`src/rtl/dbg_loader_if.sv`:
```
// Memory load bus plus the UART byte stream feeding dbg_loader.
// master = the loader side, slave = memory/receiver side.
interface dbg_loader_if;
    logic [31:0] addr;
    logic [31:0] din;
    logic        we_im;
    logic        we_dm;
    logic        clk_ld;
    logic [7:0]  rx_data;
    logic        rx_vld;

    modport master (
        output addr, din, we_im, we_dm, clk_ld,
        input  rx_data, rx_vld
    );

    modport slave (
        input  addr, din, we_im, we_dm, clk_ld,
        output rx_data, rx_vld
    );
endinterface

```
`src/rtl/dbg_loader.sv`:
```
// Debug loader: assembles UART bytes into 32-bit words and writes them to IM/DM
// with a separate load clock, framed by setup/hold windows.
module dbg_loader #(
    parameter int unsigned TIMEOUT_CYC = 1_000_000,
    parameter int unsigned HOLD_CYC    = 2
) (
    input  logic        clk,
    input  logic        rstn,
    input  logic        start,
    input  logic        sel,
    input  logic [7:0]  base,
    input  logic [8:0]  count,
    input  logic        abort,
    dbg_loader_if.master bus,
    output logic        busy,
    output logic        done,
    output logic        err,
    output logic [7:0]  csum
);
    localparam int unsigned TmoW  = (TIMEOUT_CYC > 2) ? $clog2(TIMEOUT_CYC) : 1;
    localparam int unsigned HoldW = (HOLD_CYC > 2) ? $clog2(HOLD_CYC) : 1;

    typedef enum logic [2:0] {
        StIdle, StRecv, StSetup, StStrobe, StHold, StNext, StFin
    } state_e;

    state_e            state_q, state_d;
    logic              sel_q, sel_d;
    logic [7:0]        addr_q, addr_d;
    logic [31:0]       din_q, din_d;
    logic [31:0]       asm_q, asm_d;
    logic [1:0]        idx_q, idx_d;
    logic [8:0]        remain_q, remain_d;
    logic [7:0]        csum_q, csum_d;
    logic              err_q, err_d;
    logic [HoldW-1:0]  hold_q, hold_d;
    logic [TmoW-1:0]   tmo_q, tmo_d;
    logic              abort_pend_q, abort_pend_d;
    logic              we_im_q, we_im_d, we_dm_q, we_dm_d;
    logic              clk_ld_q, clk_ld_d, busy_q, busy_d, done_q, done_d;
    logic              hold_last, wr_phase, pend;

    assign hold_last = (hold_q == HoldW'(HOLD_CYC - 1));

    always_comb begin
        state_d      = state_q;
        sel_d        = sel_q;
        addr_d       = addr_q;
        din_d        = din_q;
        asm_d        = asm_q;
        idx_d        = idx_q;
        remain_d     = remain_q;
        csum_d       = csum_q;
        err_d        = err_q;
        hold_d       = hold_q;
        tmo_d        = '0;
        abort_pend_d = abort_pend_q;
        pend         = abort_pend_q | abort;

        unique case (state_q)
            StIdle: begin
                if (start) begin
                    sel_d        = sel;
                    addr_d       = base;
                    remain_d     = count;
                    idx_d        = '0;
                    csum_d       = '0;
                    err_d        = 1'b0;
                    abort_pend_d = 1'b0;
                    state_d      = (count == 9'd0) ? StFin : StRecv;
                end
            end
            StRecv: begin
                tmo_d = tmo_q + TmoW'(1);
                // abort outranks a byte arriving in the same cycle
                if (abort) begin
                    err_d   = 1'b1;
                    state_d = StIdle;
                end else if (bus.rx_vld) begin
                    tmo_d  = '0;
                    csum_d = csum_q + bus.rx_data;
                    asm_d  = {bus.rx_data, asm_q[31:8]};
                    idx_d  = idx_q + 2'd1;
                    if (idx_q == 2'd3) begin
                        din_d   = asm_d;
                        hold_d  = '0;
                        state_d = StSetup;
                    end
                end else if (tmo_q == TmoW'(TIMEOUT_CYC - 1)) begin
                    err_d   = 1'b1;
                    state_d = StIdle;
                end
            end
            StSetup: begin
                if (abort) begin
                    err_d   = 1'b1;
                    state_d = StIdle;
                end else if (hold_last) begin
                    hold_d  = '0;
                    state_d = StStrobe;
                end else begin
                    hold_d = hold_q + HoldW'(1);
                end
            end
            StStrobe: begin
                // abort is remembered so the strobe and hold window always complete
                abort_pend_d = pend;
                hold_d       = '0;
                state_d      = StHold;
            end
            StHold: begin
                if (hold_last) begin
                    abort_pend_d = 1'b0;
                    hold_d       = '0;
                    if (pend) begin
                        err_d   = 1'b1;
                        state_d = StIdle;
                    end else begin
                        state_d = StNext;
                    end
                end else begin
                    abort_pend_d = pend;
                    hold_d       = hold_q + HoldW'(1);
                end
            end
            StNext: begin
                remain_d = remain_q - 9'd1;
                addr_d   = addr_q + 8'd1;
                if (abort) begin
                    err_d   = 1'b1;
                    state_d = StIdle;
                end else if (remain_q == 9'd1) begin
                    state_d = StFin;
                end else begin
                    state_d = StRecv;
                end
            end
            StFin:   state_d = StIdle;
            default: state_d = StIdle;
        endcase

        // Outputs are decoded from the next state so they register alongside it
        wr_phase = (state_d == StSetup) || (state_d == StStrobe) || (state_d == StHold);
        we_im_d  = wr_phase & ~sel_d;
        we_dm_d  = wr_phase & sel_d;
        clk_ld_d = (state_d == StStrobe);
        busy_d   = (state_d != StIdle);
        done_d   = (state_d == StFin);
    end

    always_ff @(posedge clk or negedge rstn) begin
        if (!rstn) begin
            state_q      <= StIdle;
            sel_q        <= 1'b0;
            addr_q       <= '0;
            din_q        <= '0;
            asm_q        <= '0;
            idx_q        <= '0;
            remain_q     <= '0;
            csum_q       <= '0;
            err_q        <= 1'b0;
            hold_q       <= '0;
            tmo_q        <= '0;
            abort_pend_q <= 1'b0;
            we_im_q      <= 1'b0;
            we_dm_q      <= 1'b0;
            clk_ld_q     <= 1'b0;
            busy_q       <= 1'b0;
            done_q       <= 1'b0;
        end else begin
            state_q      <= state_d;
            sel_q        <= sel_d;
            addr_q       <= addr_d;
            din_q        <= din_d;
            asm_q        <= asm_d;
            idx_q        <= idx_d;
            remain_q     <= remain_d;
            csum_q       <= csum_d;
            err_q        <= err_d;
            hold_q       <= hold_d;
            tmo_q        <= tmo_d;
            abort_pend_q <= abort_pend_d;
            we_im_q      <= we_im_d;
            we_dm_q      <= we_dm_d;
            clk_ld_q     <= clk_ld_d;
            busy_q       <= busy_d;
            done_q       <= done_d;
        end
    end

    assign bus.addr   = {24'b0, addr_q};
    assign bus.din    = din_q;
    assign bus.we_im  = we_im_q;
    assign bus.we_dm  = we_dm_q;
    assign bus.clk_ld = clk_ld_q;
    assign busy       = busy_q;
    assign done       = done_q;
    assign err        = err_q;
    assign csum       = csum_q;
endmodule
```
`src/flat_wrapper.sv`:
```
// flat-port wrapper written by rule: the top's interface ports become plain ports
module dbg_loader_flat 
#(
    parameter int unsigned TIMEOUT_CYC = 1_000_000,
    parameter int unsigned HOLD_CYC    = 2
)
  (clk, rstn, start, sel, base, count, abort, busy, done, err, csum, bus_addr, bus_din, bus_we_im, bus_we_dm, bus_clk_ld, bus_rx_data, bus_rx_vld);
  dbg_loader_if bus_i ();
  input  logic clk;
  input  logic rstn;
  input  logic start;
  input  logic sel;
  input  logic [7:0] base;
  input  logic [8:0] count;
  input  logic abort;
  output logic busy;
  output logic done;
  output logic err;
  output logic [7:0] csum;
  output wire logic [$bits(bus_i.addr)-1:0] bus_addr;
  output wire logic [$bits(bus_i.din)-1:0] bus_din;
  output wire logic [$bits(bus_i.we_im)-1:0] bus_we_im;
  output wire logic [$bits(bus_i.we_dm)-1:0] bus_we_dm;
  output wire logic [$bits(bus_i.clk_ld)-1:0] bus_clk_ld;
  input wire logic [$bits(bus_i.rx_data)-1:0] bus_rx_data;
  input wire logic [$bits(bus_i.rx_vld)-1:0] bus_rx_vld;
  assign bus_addr = bus_i.addr;
  assign bus_din = bus_i.din;
  assign bus_we_im = bus_i.we_im;
  assign bus_we_dm = bus_i.we_dm;
  assign bus_clk_ld = bus_i.clk_ld;
  assign bus_i.rx_data = bus_rx_data;
  assign bus_i.rx_vld = bus_rx_vld;
  dbg_loader #(.TIMEOUT_CYC(TIMEOUT_CYC), .HOLD_CYC(HOLD_CYC)) u_core (.clk(clk), .rstn(rstn), .start(start), .sel(sel), .base(base), .count(count), .abort(abort), .bus(bus_i), .busy(busy), .done(done), .err(err), .csum(csum));
endmodule
```
`config.mk`:
```
export PLATFORM = sky130hd
export DESIGN_NAME = dbg_loader_flat
export DESIGN_NICKNAME = d
export VERILOG_FILES = /design/src/rtl/dbg_loader_if.sv /design/src/rtl/dbg_loader.sv /design/src/flat_wrapper.sv
export SDC_FILE = /design/constraint.sdc
export NUM_CORES = 1
export LEC_CHECK = 0
export CORE_MARGIN = 2
export CORE_UTILIZATION = 45
export CTS_BUF_LIST = sky130_fd_sc_hd__clkbuf_8
export DETAILED_ROUTE_END_ITERATION = 8
export PLACE_DENSITY = 0.82
export SYNTH_ARGS = -nofsm -noshare
export SYNTH_HDL_FRONTEND = slang
export SYNTH_SLANG_ARGS = --single-unit
```
`constraint.sdc`:
```
create_clock -name clk -period 3.85 [get_ports clk]
set_input_delay 0.5775 -clock clk [delete_from_list [all_inputs] [get_ports clk]]
set_output_delay 0.5775 -clock clk [all_outputs]
set_load 0.05 [all_outputs]
```
==> summary.txt, run 1 <==
Outcome
  • Outcome: completed

Synthesis
  • Post-synth EDFFs: 0
  • Area leader, netlist: dfrtp_1
  • Synth warn: 0
  • Count leader, synth: dfrtp_1
  • Yosys cell types: 56
  • Top-area cell type share of the netlist area: 52.1%
  • Synth top area cells: dfrtp_1 (52%), mux2_2 (7.1%), nand2_1 (6.8%)
  • Sequential share of the synthesized area: ~52%
  • Post-Syn Instances: about 540
  • Mapped Area: around 5500 um2
  • Top_reg_cell synth: dfrtp_1
  • Post-synthesis register bit count: 115
  • Synth Area per Inst: 10.2 um2
  • Synth cell count leaders: dfrtp_1 (115), nand2_1 (100), nor2_1 (38), mux2_2 (35), buf_4 (24)
  • Asr flop ratio synth: 100%

GRT
  • Met3 GRT Util: under 10%
  • GR Util met1: 25.0%
  • Remaining global-route overflow: 0
  • First-pass GRT wire length: ~20 mm
  • Vias in the first global route: between 4000 and 5000
  • Tot GR Track Use: 19.4%
  • Busiest grt layer: met2
  • M2 GR Usage: 30.8%
  • Largest net degree at the start of global routing: 85
  • Number of antenna violations at the first check in global routing: 0

Power
  • Leakage power: between 3 and 4 nW
  • Power per cell area: approximately 530 nW/um2
  • Total power: roughly 3.6 mW
  • VDD IR max: 0.000291 V

Clock tree
  • Hold_buf cts: 0
  • Setup bufs post-CTS: 0
  • Longest Clk Path Bufs: 2
  • CTS Buf Count: 17
  • Clock root cell: clkbuf_8
  • CTS tree: done
  • CTS clock-pin slew for the worst setup and hold paths: 80 ps
  • Clk sinks: 115
  • Resized cells post-CTS: 0
  • H-tree depth: 4
  • Clock latency on the worst-skew pair: 430 ps

Setup path
  • CP max FO: 22
  • Worst path cell trace: nand2b_1 > or3_1 > o22ai_1 > a21o_1 > or4b_1
  • Setup crit end kind: register
  • Arrival time of the worst setup path: approximately 2900 ps
  • Max incr delay on CP: between 700 and 800 ps
  • Startpoint types: register
  • CP max-delay cell: dfrtp_1
  • Crit path kind: register to register
  • Required time worst endpoint: roughly 4200 ps

Timing
  • FMAX: ~0.38 GHz
  • Worst clock skew: 11.8 ps
  • Final min period: 2640 ps
  • Min Hold Slack: around 330 ps
  • Post-route setup slack: about 1200 ps
  • RSZ-0062 raised after global routing: no
  • Max Slew Vio Count: 0
  • Final period util: around 69%
  • Relative slew slack: between 20% and 30%
  • Setup-failing EPs final: 0
  • Setup_tns: 0 ps
  • Least-Margin Pin Slew: 1050 ps
  • Fin. Hold Viols: 0

Detailed routing
  • Total number of vias: 4336
  • Initial DRC count: roughly 510
  • Initial DRT Pass Iterations: 6
  • Number of nets still failing antenna checks after routing: 0
  • Drt wl/cell: ~16 um
  • Via-to-Cell Ratio: approximately 5.5
  • Routed WL: 12.3 mm
  • DRC Markers: 0

Floorplan
  • Initial Util: ~46%
  • Die footprint: between 10000 and 15000 um2
  • Core area: between 10000 and 15000 um2
  • Die width: between 100 and 150 um
  • # IOs: between 100 and 150
  • Die Y: ~110 um
  • Row count: 40

Layout
  • Nets: approximately 670
  • Fillers: 1014
  • Area Overhead vs Synth: 24.2%
  • # diodes: 0
  • Final Util: a little under three fifths
  • Layout cells sized above 1: between 10% and 20%
  • Seq. cell area: 2880 um2
  • Non-filler cells, final: 788
  • Design Area, Final: 6870 um2
  • Area of the multi-input gates: between 2000 and 2500 um2

Run
  • Maxcap violations: 0

Place
  • Dpl cells: 756
  • Port bufs: 84
  • Hpwl dp: ~8.5 mm
  • Placed inst area: 6420 um2
  • Routability congestion estimate: roughly 0.84
  • Pre-CTS WS: approximately 900 ps

Worst hold path
  • Worst hold path class: primary input to async pin
flip-flops by register name, indices dropped and copies added, names as in the netlist, 2 cells and up:
| signal | count |
|---|---|
| u_core.csum | 8 |
| u_core.bus.din | 32 |
| u_core.idx_q | 2 |
| u_core.addr_q | 8 |
| u_core.remain_q | 9 |
| u_core.tmo_q | 20 |
| u_core.asm_q | 24 |
| u_core.state_q | 3 |
placed cells by master, fill, tap and decap left out, drive strengths merged, types with 12 or more instances in the layout:
cell           Yosys  layout
nand3             17      17
clkdlybuf4s50      0      83
nor2              38      38
o21ai             22      22
mux2              35      35
conb               1      24
dfrtp            115     115
a21oi             16      16
nand2            100     100
clkbuf            23      18
nor3              12      12
inv               11      14
ha                12      12
final timing paths:
kind | startpoint | endpoint | slack (ps) | cells past startpoint
min | rstn | u_core.addr_q[6] | 330 | 1
min in group clk | u_core.asm_q[11] | u_core.asm_q[11] | 470 | 2
max | u_core.state_q[2] | u_core.busy | 1210 | 5
max reg2reg | u_core.state_q[2] | u_core.busy | 1210 | 5
min reg2reg | u_core.asm_q[11] | u_core.asm_q[11] | 470 | 2
max in group asynchronous | rstn | u_core.asm_q[11] | 2620 | 2
worst max-delay path, delay by kind of cell (launching register included):
| kind | cells | cell delay (ps) |
|---|---|---|
| AOI/OAI and AO/OA | 2 | 480 |
| DFF | 1 | 730 |
| and+or+nand+nor | 3 | 1290 |
power by group:
part           internal (mW)  switching [mW]  total [mW]  leakage (nW)
sequential              1.40           0.163        1.56          1.53
clock                  0.732           0.526        1.26         0.224
combinational          0.290           0.523       0.813          1.38
total                   2.42            1.21        3.63          3.14
per-layer routing:
| metal | vias up | part of all wire, % |
|---|---|---|
| li1 | 2035 | - |
| met1 | 2126 | 43 |
| met2 | 159 | 50 |
| met3 | 16 | 5.9 |
| met4 | 0 | 1.5 |
| met5 | - | 0 |
cell type report:
cell class / instances / area share [%]
multi-input cells: 393 / 35.4
inverters: 11 / 0.601
repair buffers: 90 / 12.9
clock inverters: 14 / 2.95
well taps: 147 / 2.68
clock buffers: 18 / 3.61
flip-flops and latches: 115 / 41.9
cells by family after synthesis:
family                   Yosys count  share of synthesized area, %
AND/OR/NAND/NOR                  218                          18.7
AO/OA/AOI/OAI                     83                          10.2
other                              1                        0.0678
adder cells (fa/ha/maj)           13                          3.08
multiplexers                      37                          7.49
buffers and inverters             59                          5.64
flip-flops                       115                          52.1
XOR/XNOR                          18                          2.85
(Power assumes the default switching activity.)
==> inputs of run 2 (changes only) <==
--- a/config.mk
+++ b/config.mk
@@ -9,7 +9,7 @@
 export CORE_UTILIZATION = 45
 export CTS_BUF_LIST = sky130_fd_sc_hd__clkbuf_8
 export DETAILED_ROUTE_END_ITERATION = 8
-export PLACE_DENSITY = 0.82
+export PLACE_DENSITY = 0.85
 export SYNTH_ARGS = -nofsm -noshare
 export SYNTH_HDL_FRONTEND = slang
 export SYNTH_SLANG_ARGS = --single-unit
==> constraint.sdc (replaced) <==
create_clock -name clk -period 2.2 [get_ports clk]
set_input_delay 0.33 -clock clk [delete_from_list [all_inputs] [get_ports clk]]
set_output_delay 0.33 -clock clk [all_outputs]
set_load 0.05 [all_outputs]
==> summary.txt, run 2 (synthesis gave the netlist of run 1 again) <==
Power
  • VDD IR max: 0.000442 V (was 0.000291 V)
  • Combinational power share: 24.8% (was 22.4%)
  • P_int: 4.03 mW (was 2.42 mW)
  • Seq pwr share: 44.0% (was 43.0%)
  • Power per cell area: 868 nW/um2 (was 529 nW/um2)
  • Sw Share: 34.9% (was 33.4%)
  • Clock power frac: 31.2% (was 34.6%)
  • Leakage power: 3.30 nW (was 3.14 nW)
  • Psw: 2.16 mW (was 1.21 mW)
  • Total power: 6.18 mW (was 3.63 mW)

Setup path
  • Setup crit end kind: register (unchanged)
  • Crit path kind: register to register (unchanged)
  • Arrival time of the worst setup path: 2700 ps (was 2930 ps)
  • Required time worst endpoint: 2510 ps (was 4150 ps)
  • Startpoint types: register (unchanged)
  • CP max FO: 2 (was 22)

Layout
  • Fillers: 1004 (was 1014)
  • Commonest non-fill, non-tap cell in the layout: dfrtp_1 (unchanged)
  • Area Overhead vs Synth: 28.9% (was 24.2%)
  • Layout cells sized above 1: 17.8% (was 12.9%)
  • Max reg flops: 32 (unchanged)
  • # diodes: 0 (unchanged)
  • Area of the multi-input gates: 2440 um2 (was 2430 um2)
  • Seq. cell area: 2880 um2 (unchanged)
  • Nets: 709 (was 672)
  • Design Area, Final: 7130 um2 (was 6870 um2)
  • Most frequent cells in the layout: dfrtp_1 (115), nand2_1 (100), clkdlybuf4s50_1 (83) (unchanged)

Clock tree
  • Longest Clk Path Bufs: 2 (unchanged)
  • H-tree depth: 4 (unchanged)
  • CTS clock-pin slew for the worst setup and hold paths: 70 ps (was 80 ps)
  • CTS Buf Count: 17 (unchanged)
  • Clock root cell: clkbuf_8 (unchanged)
  • Clk sinks: 115 (unchanged)
  • Clock latency on the worst-skew pair: 450 ps (was 430 ps)
  • CTS tree: done (unchanged)
  • Setup bufs post-CTS: 0 (unchanged)

Worst hold path
  • Worst hold path class: primary input to async pin (unchanged)

GRT
  • Largest net degree at the start of global routing: 70 (was 85)
  • Tot GR Track Use: 20.6% (was 19.4%)
  • Number of antenna violations at the first check in global routing: 0 (unchanged)
  • Remaining global-route overflow: 0 (unchanged)
  • First-pass GRT wire length: 21.3 mm (was 20.1 mm)
  • Vias in the first global route: 4486 (was 4165)

Timing
  • Setup_tns: -186 ps (was 0 ps)
  • Post-route setup slack: -186 ps (was 1210 ps)
  • Fin. Hold Viols: 0 (unchanged)
  • FMAX: 0.419 GHz (was 0.379 GHz)
  • Setup-failing EPs final: 1 (was 0)
  • Worst clock skew: 13.6 ps (was 11.8 ps)
  • Least-Margin Pin Slew: 580 ps (was 1050 ps)
  • Final period util: 108% (was 68.5%)
  • RSZ-0062 raised after global routing: yes (was no)
  • Final min period: 2390 ps (was 2640 ps)
  • Max Slew Vio Count: 0 (unchanged)
  • Relative slew slack: 61.2% (was 29.7%)

Floorplan
  • Row count: 40 (unchanged)
  • Initial Util: 46.0% (unchanged)
  • # IOs: 109 (unchanged)
  • Die width: 115 um (unchanged)
  • Core area: 12000 um2 (unchanged)
  • Die footprint: 13200 um2 (unchanged)
  • Die Y: 115 um (unchanged)

Detailed routing
  • Total number of vias: 4473 (was 4336)
  • DRC Markers: 0 (unchanged)
  • Routed WL: 12.8 mm (was 12.3 mm)
  • Initial DRC count: 420 (was 511)
  • Initial DRT Pass Iterations: 5 (was 6)
  • Via-to-Cell Ratio: 5.42 (was 5.50)
  • Number of nets still failing antenna checks after routing: 0 (unchanged)
  • Drt wl/cell: 15.6 um (about the same)

Outcome
  • Outcome: complete, but fails checks (was completed)
  • Failing checks: setup timing

Place
  • Routability congestion estimate: 0.836 (was 0.840)
  • Hpwl dp: 9.10 mm (was 8.50 mm)
  • Pre-CTS WS: -455 ps (was 882 ps)
  • Placed inst area: 6710 um2 (was 6420 um2)
  • Port bufs: 84 (unchanged)

Run
  • Maxcap violations: 0 (unchanged)
run 2: what timing repair did:
item / 4_1_cts / 5_1_grt
gates resized for setup: 0 / 2
hold buffers: 1 / 0
gates cloned: 0 / 0
hold endpoints to repair: 16 / 0
pin swaps: 2 / 0
endpoints found under the setup margin: 1 / 2
run 2: power by group through the flow:
stage               clock (mW)  sequential, mW  combinational, mW
finish                    1.93            2.72               1.54
global placement             0            2.73               1.47
CTS                       1.97            2.71               1.54
global route              2.06            2.76               1.67
floorplan                    0            3.01              0.691
detailed placement           0            2.75               1.52
run 2: layout make-up:
cell class              instances  area share, %
multi-input cells             393           34.3
clock buffers                  17           3.28
repair buffers                127           16.7
flip-flops and latches        115           40.4
clock inverters                15           2.23
well taps                     147           2.58
inverters                      11          0.579
run 2: layer usage:
metal	share of wire, %	global-route usage [%]
met3	5.1	5.59
met5	0	0
met1	43	25.8
met2	51	34.5
met4	1.3	7.07
run 2: per-stage QoR:
step,std cells,hold slack (ps),util (%)
6_report,825,298,59.3
3_3_place_gp,792,219,55.9
4_1_cts,825,283,59.3
2_1_floorplan,567,34.4,-
5_1_grt,825,294,59.3
3_5_place_dp,792,219,55.9
run 2: worst paths after layout:
path / from / endpoint / slack (ps) / cells after the start
min: rstn / u_core.bus.we_im / 300 / 2
min reg2reg: u_core.asm_q[10] / u_core.asm_q[10] / 480 / 2
max: u_core.tmo_q[7] / u_core.busy / -190 / 5
max reg2reg: u_core.tmo_q[7] / u_core.busy / -190 / 5
max in group asynchronous: rstn / u_core.bus.din[7] / 1240 / 3
min in group clk: base[6] / u_core.addr_q[6] / 460 / 3
run 2: critical path, stage by stage (launching register included):
cell       delay [ps]
dfrtp_1           370
or4b_1            510
or4_4             530
o2111ai_2         200
nand4_2           120
or4b_4            530
